[config.mk]
export PLATFORM = sky130hd
export DESIGN_NAME = pipe_skid_stage
export DESIGN_NICKNAME = d
export VERILOG_FILES = /design/src/rtl/rv32_pipe_pkg.sv /design/src/rtl/sat_counter.sv /design/src/rtl/pipe_skid_stage.sv
export SDC_FILE = /design/constraint.sdc
export NUM_CORES = 1
export LEC_CHECK = 0
export CAP_MARGIN = 20
export CORE_ASPECT_RATIO = 1.1
export CORE_MARGIN = 8
export CORE_UTILIZATION = 54
export DETAILED_ROUTE_END_ITERATION = 8
export PLACE_DENSITY = 0.93
export SYNTH_ARGS = -nofsm -noshare
export SYNTH_HDL_FRONTEND = slang
export SYNTH_HIERARCHICAL = 1
export SYNTH_SLANG_ARGS = --single-unit
[constraint.sdc]
create_clock -name clk -period 3.6 [get_ports clk]
set_clock_uncertainty 0.2 [all_clocks]
set_input_delay 0.36 -clock clk [delete_from_list [all_inputs] [get_ports clk]]
set_output_delay 0.36 -clock clk [all_outputs]
set_load 0.1 [all_outputs]
[src/rtl/rv32_pipe_pkg.sv]
// Shared constants for the RV32 pipeline stage registers.
// Payload widths per stage pair and the canonical NOP used as a cleared payload.
package rv32_pipe_pkg;

    // PC + PC4 + inst + rs1/rs2/rd
    localparam int IFID_W  = 111;
    localparam int IDEX_W  = 32 + 32 + 32 + 32 + 15 + 16;
    localparam int EXMEM_W = 32 + 32 + 32 + 5 + 8;
    localparam int MEMWB_W = 32 + 32 + 5 + 4;

    localparam logic [31:0] RV32_NOP = 32'h0000_0013;

    function automatic logic [1:0] count_valid(input logic a, input logic b);
        return {1'b0, a} + {1'b0, b};
    endfunction

endpackage

[src/rtl/sat_counter.sv]
// Saturating up-counter with synchronous clear; clear has priority over increment.
module sat_counter #(
    parameter int W = 16
) (
    input  logic         clk,
    input  logic         rst_n,
    input  logic         i_inc,
    input  logic         i_clr,
    output logic [W-1:0] o_cnt
);

    logic [W-1:0] r_cnt;
    logic         w_sat;

    assign w_sat = &r_cnt;

    always_ff @(posedge clk or negedge rst_n) begin
        if (!rst_n) begin
            r_cnt <= '0;
        end else if (i_clr) begin
            r_cnt <= '0;
        end else if (i_inc && !w_sat) begin
            r_cnt <= r_cnt + 1'b1;
        end
    end

    assign o_cnt = r_cnt;

endmodule

[src/rtl/pipe_skid_stage.sv]
// Two-entry valid/ready skid stage (main + skid) with registered in_ready,
// synchronous flush and a saturating stall-cycle counter.
module pipe_skid_stage
    import rv32_pipe_pkg::*;
#(
    parameter int                DATA_W   = IFID_W,
    parameter bit                CLR_DATA = 1'b1,
    parameter logic [DATA_W-1:0] CLR_VAL  = '0,
    parameter int                CNT_W    = 16
) (
    input  logic              clk,
    input  logic              rst_n,
    input  logic              flush,
    input  logic              in_valid,
    input  logic [DATA_W-1:0] in_data,
    output logic              in_ready,
    output logic              out_valid,
    output logic [DATA_W-1:0] out_data,
    input  logic              out_ready,
    output logic [1:0]        occupancy,
    output logic [CNT_W-1:0]  stall_cnt,
    input  logic              cnt_clr
);

    logic              r_main_valid;
    logic              r_skid_valid;
    logic [DATA_W-1:0] r_main_data;
    logic [DATA_W-1:0] r_skid_data;

    logic w_acc;
    logic w_pop;
    logic w_stall;

    // in_ready is the complement of a flop, so no combinational path from out_ready.
    assign in_ready = ~r_skid_valid;
    assign w_acc    = in_valid & in_ready;
    assign w_pop    = r_main_valid & out_ready;
    assign w_stall  = r_main_valid & ~out_ready;

    always_ff @(posedge clk or negedge rst_n) begin
        if (!rst_n) begin
            r_main_valid <= 1'b0;
            r_skid_valid <= 1'b0;
            r_main_data  <= CLR_VAL;
            r_skid_data  <= CLR_VAL;
        end else if (flush) begin
            r_main_valid <= 1'b0;
            r_skid_valid <= 1'b0;
            if (CLR_DATA) begin
                r_main_data <= CLR_VAL;
                r_skid_data <= CLR_VAL;
            end
        end else if (!r_main_valid || w_pop) begin
            // Main is free this edge: the skid entry drains first to keep FIFO order.
            if (r_skid_valid) begin
                r_main_data  <= r_skid_data;
                r_skid_valid <= 1'b0;
            end else if (w_acc) begin
                r_main_data  <= in_data;
                r_main_valid <= 1'b1;
            end else begin
                r_main_valid <= 1'b0;
            end
        end else if (w_acc) begin
            r_skid_data  <= in_data;
            r_skid_valid <= 1'b1;
        end
    end

    assign out_valid = r_main_valid;
    assign out_data  = r_main_data;
    assign occupancy = count_valid(r_main_valid, r_skid_valid);

    sat_counter #(
        .W(CNT_W)
    ) u_stall_cnt (
        .clk   (clk),
        .rst_n (rst_n),
        .i_inc (w_stall),
        .i_clr (cnt_clr),
        .o_cnt (stall_cnt)
    );

endmodule
# [After elaboration in Yosys (flattened, before gate mapping)]
# Index checks and enable logic that the tools add are counted.
[totals] regBits=240 latch_bits=0 ramBits=0 romBits=0 inputBits=117 out_inout_bits=131 memories=0
[op_classes] add_sub_neg=2 mul=0 n_div=0 magnitude_cmp=0 n_eq_ne=2 n_shift=0 n_mux=15 bitwise_logic=5 n_reduce_logical=13
[ops] operator="$mux W111" count=6
[ops] operator="$mux W16" count=2
[ops] operator="$add A16 B1 Y16 const B" count=1
[ops] operator="$reduce_and A16 Y1" count=1
[ops] operator="$mux W1" count=7
[ops] operator="$reduce_and A2 Y1" count=3
[ops] operator="$reduce_bool A2 Y1" count=3
[ops] operator="$reduce_bool A3 Y1" count=2
[ops] operator="$ne A2 B2 Y1 const B" count=2
[ops] operator="$and A1 B1 Y1" count=3
[ops] operator="$add A1 B1 Y2" count=1
[ops] operator="$logic_not A1 Y1" count=2
[ops] operator="$not A1 Y1" count=2
[ops] operator="$logic_and A1 B1 Y1" count=1
[ops] operator="$logic_or A1 B1 Y1" count=1

# [Longest topological paths before layout]
# Gate-level depths: netlist of the first run.
[depth] depth_word=6 depth_mapped=6 ltp_nobuf=6

# [Cells and area by module]
# Netlist of the first run, hierarchy kept.
[modules_own_cells] module="pipe_skid_stage" instances=1 cells_each=743 area_each_um2=9833.2
[modules_own_cells] module="sat_counter" instances=1 cells_each=95 area_each_um2=919.6

# [Least setup slack after synthesis of the first run]
# Ideal clock, no wire load.
[synth_path] path_type="register -> register" from="register r_main_valid (netlist: out_valid)" to="register u_stall_cnt.r_cnt[15] (netlist: u_stall_cnt/o_cnt[15])" setup_time_ns=0.078 arrival_time_ns=2.330 required_time_ns=3.322 setup_slack_ns=0.992 path_stages_with_launch=7 path_buffers=0 period_less_slack_ns=2.608 path_cell_list="dfrtp_1 > nand2b_1 > inv_1 > and4_4 > nand3_4 > or4_1 > a21oi_1"
[synth_between] elab_chain_len=3
[synth_rtl] element="start: declaration" line_no="pipe_skid_stage.sv:25" text="logic r_main_valid;"
[synth_rtl] element="start signal: assignment" line_no="pipe_skid_stage.sv:42" text="r_main_valid <= 1'b0;"
[synth_rtl] element="start signal: assignment" line_no="pipe_skid_stage.sv:47" text="r_main_valid <= 1'b0;"
[synth_rtl] element="start signal: assignment" line_no="pipe_skid_stage.sv:60" text="r_main_valid <= 1'b1;"
[synth_rtl] element="$and A1 B1 Y1" line_no="pipe_skid_stage.sv:38" text="assign w_stall = r_main_valid & ~out_ready;"
[synth_rtl] element="via w_stall" line_no="pipe_skid_stage.sv:32" text="logic w_stall;"
[synth_rtl] element="$logic_and A1 B1 Y1" line_no="sat_counter.sv:22" text="end else if (i_inc && !w_sat) begin"
[synth_rtl] element="$reduce_bool A2 Y1 (no line)"
[synth_rtl] element="end signal: assignment" line_no="sat_counter.sv:23" text="r_cnt <= r_cnt + 1'b1;"
[synth_rtl] element="end: declaration" line_no="sat_counter.sv:12" text="logic [W-1:0] r_cnt;"
# The timed path passes the listed nets, and every way through them passes these cells.
# A chain may end at the register's enable or synchronous reset.

# [Final worst setup path of the first run]
[layout_path] from="register u_stall_cnt.r_cnt[8] (netlist: u_stall_cnt/o_cnt[8])" to="output stall_cnt[8]"
[layout_lines] element="end: declaration" line_no="pipe_skid_stage.sv:21" text="output logic [CNT_W-1:0] stall_cnt,"
# No word-level cell between the ends.

==> impl_metrics.tcl, run 1 <==
set metrics [dict create \
    sequentialPowerShare 0.413 \
    maxCapViolations 0 \
    grt_start_max_net_pins 96 \
    p_leak_nw 6.21 \
    status "finished, final reports clean" \
    final_max_slew_viol_count 0 \
    synth-simple-area-share 0.0690 \
    critPathLaunchType "register" \
    worstSetupEndpointType "primary output" \
    clock_latency_ps 500 \
    p_switching_mw 2.30 \
    clockBufferDepth 3 \
    final_hold_viol_count 0 \
    yosysSeqAreaShare 0.559 \
    worstSetupPathDepth 1 \
    total_power_mw 7.09 \
    drt_iter0_drc 439 \
    synth-edff-count 0 \
    cp_top_family "buffers and inverters" \
    slew_headroom 0.281 \
    worst_ep_required_time_ps 3040 \
    pwr-share-clk 0.354 \
    synth_nets 957 \
    cts_root_buf "clkbuf_16" \
    final_cell_mix "clkdlybuf4s50_1 (242), dfrtp_1 (239), nor2_1 (119), mux2i_1 (113), a22o_1 (111)" \
    fin_util 0.719 \
    synth_xor_area_frac 0.000815 \
    top_layer_used "met4" \
    final_common_cell "clkdlybuf4s50_1" \
    ir_worst_vdd_uv 458 \
    dp.cells 1288 \
    path_clk_slew_ps 60 \
    critPathBufInv 1 \
    htree_levels 1 \
    globalRouteOverflowTotal 0 \
    ctsResizeCount 0 \
    dp_hpwl_um 18400 \
    met2WireLength_um 13700 \
    die-area_sq_mm 0.0247 \
    num_antenna_cells 0 \
    postRouteAntennaNets 0 \
    syn_avg_cell_area_sq_um 12.8 \
    gp_congestion 0.815 \
    cts_buffers 25 \
    instances_no_fill 1333 \
    ys_types 46 \
    yosys_warnings 6 \
    rrSetupSlack_ps 970 \
    row_count 54 \
    fin_crit_sh 0.760 \
    layout-drive-gt1-share 0.0888 \
    p_int_mw 4.79 \
    r2r-start "r_skid_valid$_DFFE_PN0P_" \
    fin_nets 1183 \
    syn_to_final_growth_pct 31.5 \
    hp-class "in2reg" \
    yosys_most_used_dff "dfrtp_1" \
    fill_cells 1321 \
    met1Wirelength_um 11500 \
    synth.cell_area_sq_mm 0.0108 \
    worst_slack_ps 863 \
    wl_met3_um 2300 \
    io_pins 248 \
    rsz0062_at_grt "no" \
    portBuffers 247 \
    r2r_end "out_data[105]$_DFFE_PN0P_" \
    tightest_slew_ps 1080 \
    dr.pass1.iters 5 \
    dp_slack_ps 991 \
    max_stage_delay_ps 1190 \
    drt_wl_total_um 28400 \
    layout_min_cycle_time_ps 2740 \
    critPathCapture "stall_cnt[8]" \
    crit_fanout 7 \
    fmax_mhz 365 \
    drcViolationCount 0 \
    synth_compound_area_frac 0.107 \
    core_area_sq_mm 0.0197 \
    swShare 0.325 \
    arrival_ps 2180 \
    grt_pass1_wl_um 45100 \
    powerDensity_mw_per_mm2 502 \
    synthMuxAreaShare 0.224 \
    die-height_um 164 \
    avgRoutedWirePerCell_um 21.3 \
    grt_use_total 0.226 \
    crit_type "reg2out" \
    crit_slowest_cell "clkdlybuf4s50_1" \
    antenna_found_initial 0 \
    finalSetupViolations 0 \
    combPwrFrac 0.233 \
    grt_pass1_vias 8270 \
    die_x_um 151 \
    dr_total_vias 7798 \
    crit_chain "clkdlybuf4s50_1" \
    critPathLaunch "u_stall_cnt/o_cnt[8]$_DFFE_PN0P_" \
    cts_tree "built" \
    async_flop_share 1.00 \
    clock-sinks 240 \
    vias_per_cell 5.85 \
    synthCells 838 \
    rr_worst_depth 4 \
    synth_top_family_by_area "multiplexers" \
    yosys.area_share.adder 0.00233 \
    synth.ff_latch_count 240 \
    timing.setup.tns_ps 0 \
    start_util 0.547 \
]
==> cell families (layout without fill, tap and decap cells) <==
kind of cell               Yosys count  count (layout)
AOI/OAI and AO/OA                  137             137
xor gates and xnor gates             1               1
adders and majority gates            2               2
buffers and inverters               69             312
DFF                                240             240
muxes                              226             226
and+or+nand+nor                    163             163
==> repair_timing <==
item | CTS | global route
buffers inserted | 0 | 0
hold buffers | 1 | 0
endpoints found under the hold margin | 88 | 0
==> stage by stage <==
step / hold slack, ps / area (sq um)
after floorplan: -136 / 10800
after global placement: 232 / 13300
after detailed placement: 233 / 13300
after CTS: 162 / 14100
after global routing: 229 / 14100
final: 168 / 14100
==> how the worst min path moves through the flow <==
stage	startpoint	cells past startpoint	endpoint
after floorplan	rst_n	0	out_data[0]$_DFFE_PN0P_
after global placement	rst_n	1	u_stall_cnt/o_cnt[15]$_DFFE_PN0P_
after detailed placement	rst_n	1	u_stall_cnt/o_cnt[15]$_DFFE_PN0P_
after CTS	flush	2	out_valid$_DFFE_PN0P_
after global routing	flush	2	out_valid$_DFFE_PN0P_
final	flush	2	out_valid$_DFFE_PN0P_
==> synth_stat cells, types with 3 or more instances <==
master | count | area (sq um)
nor2_1 | 119 | 447
mux2_1 | 83 | 935
buf_8 | 8 | 120
mux2_2 | 29 | 327
nor3_1 | 4 | 20.0
buf_2 | 34 | 170
buf_1 | 4 | 15.0
a31oi_1 | 3 | 18.8
a22o_1 | 111 | 972
mux2i_1 | 113 | 1130
and2_1 | 3 | 18.8
nand3_1 | 4 | 20.0
clkbuf_1 | 14 | 52.6
o21ai_0 | 5 | 25.0
dfrtp_1 | 240 | 6010
o31ai_1 | 3 | 22.5
a21oi_1 | 9 | 45.0
nand2_1 | 7 | 26.3
or3_1 | 4 | 25.0
inv_1 | 5 | 18.8
nand2b_1 | 5 | 31.3
==> registers in the layout, indices dropped and copies added, names as in the netlist <==
signal             flops
out_data             111
r_skid_data          111
out_valid              1
r_skid_valid           1
u_stall_cnt/o_cnt     16
==> layer usage <==
layer / up-vias / track usage
met5: - / 0
li1: 3479 / -
met2: 310 / 0.365
met4: 0 / 0.0809
met1: 3950 / 0.290
met3: 59 / 0.0570
==> power groups by stage <==
| stage | clock [mW] | combinational [mW] | sequential [mW] |
|---|---|---|---|
| finish | 2.51 | 1.65 | 2.93 |
| global route | 2.67 | 1.71 | 2.94 |
| CTS | 2.56 | 1.66 | 2.93 |
| detailed placement | 0 | 1.65 | 2.97 |
| global placement | 0 | 1.63 | 2.97 |
| floorplan | 0 | 0.322 | 3.77 |
==> final cells by class <==
cell class	count	area (sq um)	share of cell area
well taps	252	315	0.0223
clock inverters	6	80.1	0.00566
inverters	5	18.8	0.00133
clock buffers	38	704	0.0498
repair buffers	263	2650	0.188
multi-input cells	529	4360	0.308
flip-flops and latches	240	6010	0.425
Power figures use the tool's default switching activity.
==> run 2, diff against run 1 <==
CORE_UTILIZATION = 46   (was 54)
PLACE_DENSITY = 0.85   (was 0.93)
clock period = 2.43 ns   (was 3.6 ns; I/O delays follow)
==> run 2 against run 1 <==
Critical path depth grew 2. Largest cell class unchanged. Highest routed layer is now met5. Sequential power grew 48%. First-iteration DRC count grew 5.9%. Largest power group unchanged. Via count grew 0.26%. Total power grew 54%.
==> impl_metrics.tcl, run 2 (synthesized netlist as in run 1, its figures left out) <==
set metrics [dict create \
    clock-sinks 240 \
    cts_tree "built" \
    postCtsSetupRepairBufs 0 \
    fill_cells 1777 \
    final_hold_viol_count 0 \
    min_from "flush" \
    min_to "out_data[102]$_DFFE_PN0P_" \
    clock_latency_ps 520 \
    rr_worst_depth 5 \
    stdcell_area_sq_mm 0.0143 \
    final_max_slew_viol_count 0 \
    crit_type "reg2out" \
    worst_ep_required_time_ps 1990 \
    die-height_um 176 \
    vias_per_cell 5.56 \
    swShare 0.324 \
    cts_root_buf "clkbuf_16" \
    p_leak_nw 6.63 \
    hold_slack_ps 41.9 \
    combPwrFrac 0.224 \
    io_pins 248 \
    powerDensity_mw_per_mm2 761 \
    dp.cells 1355 \
    grt_pass1_vias 8459 \
    placed_area_sq_mm 0.0134 \
    dr_total_vias 7818 \
    crit_fanout 33 \
    p_switching_mw 3.54 \
    layout-drive-gt1-share 0.235 \
    timing.setup.tns_ps 0 \
    multiInputGateArea_sq_mm 0.00436 \
    r2r-start "r_skid_valid$_DFFE_PN0P_" \
    fmax_mhz 440 \
    htree_levels 1 \
    avgRoutedWirePerCell_um 20.5 \
    drt_iter0_drc 465 \
    rrSetupSlack_ps 290 \
    syn_to_final_growth_pct 33.4 \
    p_int_mw 7.38 \
    dp_slack_ps 118 \
    fin_util 0.626 \
    hp-class "in2reg" \
    fin_crit_sh 0.935 \
    arrival_ps 1830 \
    ir_worst_vdd_uv 548 \
    final_cell_mix "dfrtp_1 (236), buf_4 (148), nor2_1 (119), clkdlybuf4s50_1 (114), mux2i_1 (113)" \
    core_area_sq_mm 0.0229 \
    globalRouteOverflowTotal 0 \
    rsz0062_at_grt "no" \
    status "finished, final reports clean" \
    regArea_sq_mm 0.00601 \
    worst_slack_ps 158 \
    instances_no_fill 1405 \
    drt_wl_total_um 28800 \
    num_antenna_cells 0 \
    row_count 58 \
    clockBufferDepth 3 \
    dr.pass1.iters 5 \
    grt_start_max_net_pins 67 \
    drcViolationCount 0 \
    sequentialPowerShare 0.397 \
    die_x_um 162 \
    fin_nets 1204 \
    postRouteAntennaNets 0 \
    gp_congestion 0.795 \
    path_clk_slew_ps 60 \
    pwr-share-clk 0.378 \
    final_common_cell "dfrtp_1" \
    dp_hpwl_um 19300 \
    layout_min_cycle_time_ps 2270 \
    total_power_mw 10.9 \
    worstSetupEndpointType "primary output" \
    min_path_cells 3 \
    grt_use_total 0.196 \
    portBuffers 247 \
    maxCapViolations 0 \
    critPathLaunchType "register" \
    slew_headroom 0.570 \
    r2r_end "r_skid_data[24]$_DFFE_PN0P_" \
    cts_buffers 26 \
    tightest_slew_ps 643 \
    grt_pass1_wl_um 46200 \
    die-area_sq_mm 0.0285 \
    start_util 0.469 \
    finalSetupViolations 0 \
    antenna_found_initial 1 \
]
## run 2: cell count changes in the layout (fill, tap and decap cells not counted), sizes merged
cell / change
buf: +147
clkdlybuf4s50: -128
clkinv: +6
clkbuf: -4
bufinv: +1
clkinvlp: +1
inv: +1
## run 2: layout make-up
type	instances	area share
clock buffer	33	0.0522
clock inverter	15	0.0114
inverter	5	0.00131
multi-input combinational	529	0.304
sequential	240	0.419
tap	300	0.0262
timing repair buffer	283	0.186
## run 2: layer usage
layer / vias to the layer above / global-route usage / routed length (um)
li1: 3530 / - / -
met3: 31 / 0.0496 / 2050
met1: 3980 / 0.246 / 11900
met2: 275 / 0.336 / 14500
met5: - / 0 / 13
met4: 2 / 0.0429 / 401
## run 2: critical path, cell delays in order (launching register included)
cell	delay (ps)
dfrtp_4	540
buf_16	210
ha_1	360
buf_12	190
## run 2: timing repair
item	CTS	global route
resized for setup	0	1
hold buffers	1	0
endpoints found under the setup margin	0	1
hold endpoints to repair	240	0
## run 2: power groups by stage
stage,Sequential [mW],Clock [mW],Combinational [mW]
6_report,4.34,4.13,2.45
5_1_grt,4.36,4.38,2.55
3_3_place_gp,4.40,0,2.43
2_1_floorplan,5.58,0,0.478
3_5_place_dp,4.41,0,2.46
4_1_cts,4.34,4.20,2.47
## run 2: how the worst max path moves through the flow
| stage | start | depth (start not counted) | slack (ps) | endpoint |
|---|---|---|---|---|
| 2_1_floorplan | u_stall_cnt/o_cnt[13]$_DFFE_PN0P_ | 4 | 20 | u_stall_cnt/o_cnt[0]$_DFFE_PN0P_ |
| 3_3_place_gp | out_ready | 7 | 130 | u_stall_cnt/o_cnt[15]$_DFFE_PN0P_ |
| 3_5_place_dp | out_ready | 7 | 120 | out_data[94]$_DFFE_PN0P_ |
| 4_1_cts | r_skid_valid$_DFFE_PN0P_ | 3 | 8 | occupancy[0] |
| 5_1_grt | r_skid_valid$_DFFE_PN0P_ | 3 | 70 | occupancy[0] |
| 6_report | r_skid_valid$_DFFE_PN0P_ | 3 | 160 | occupancy[0] |
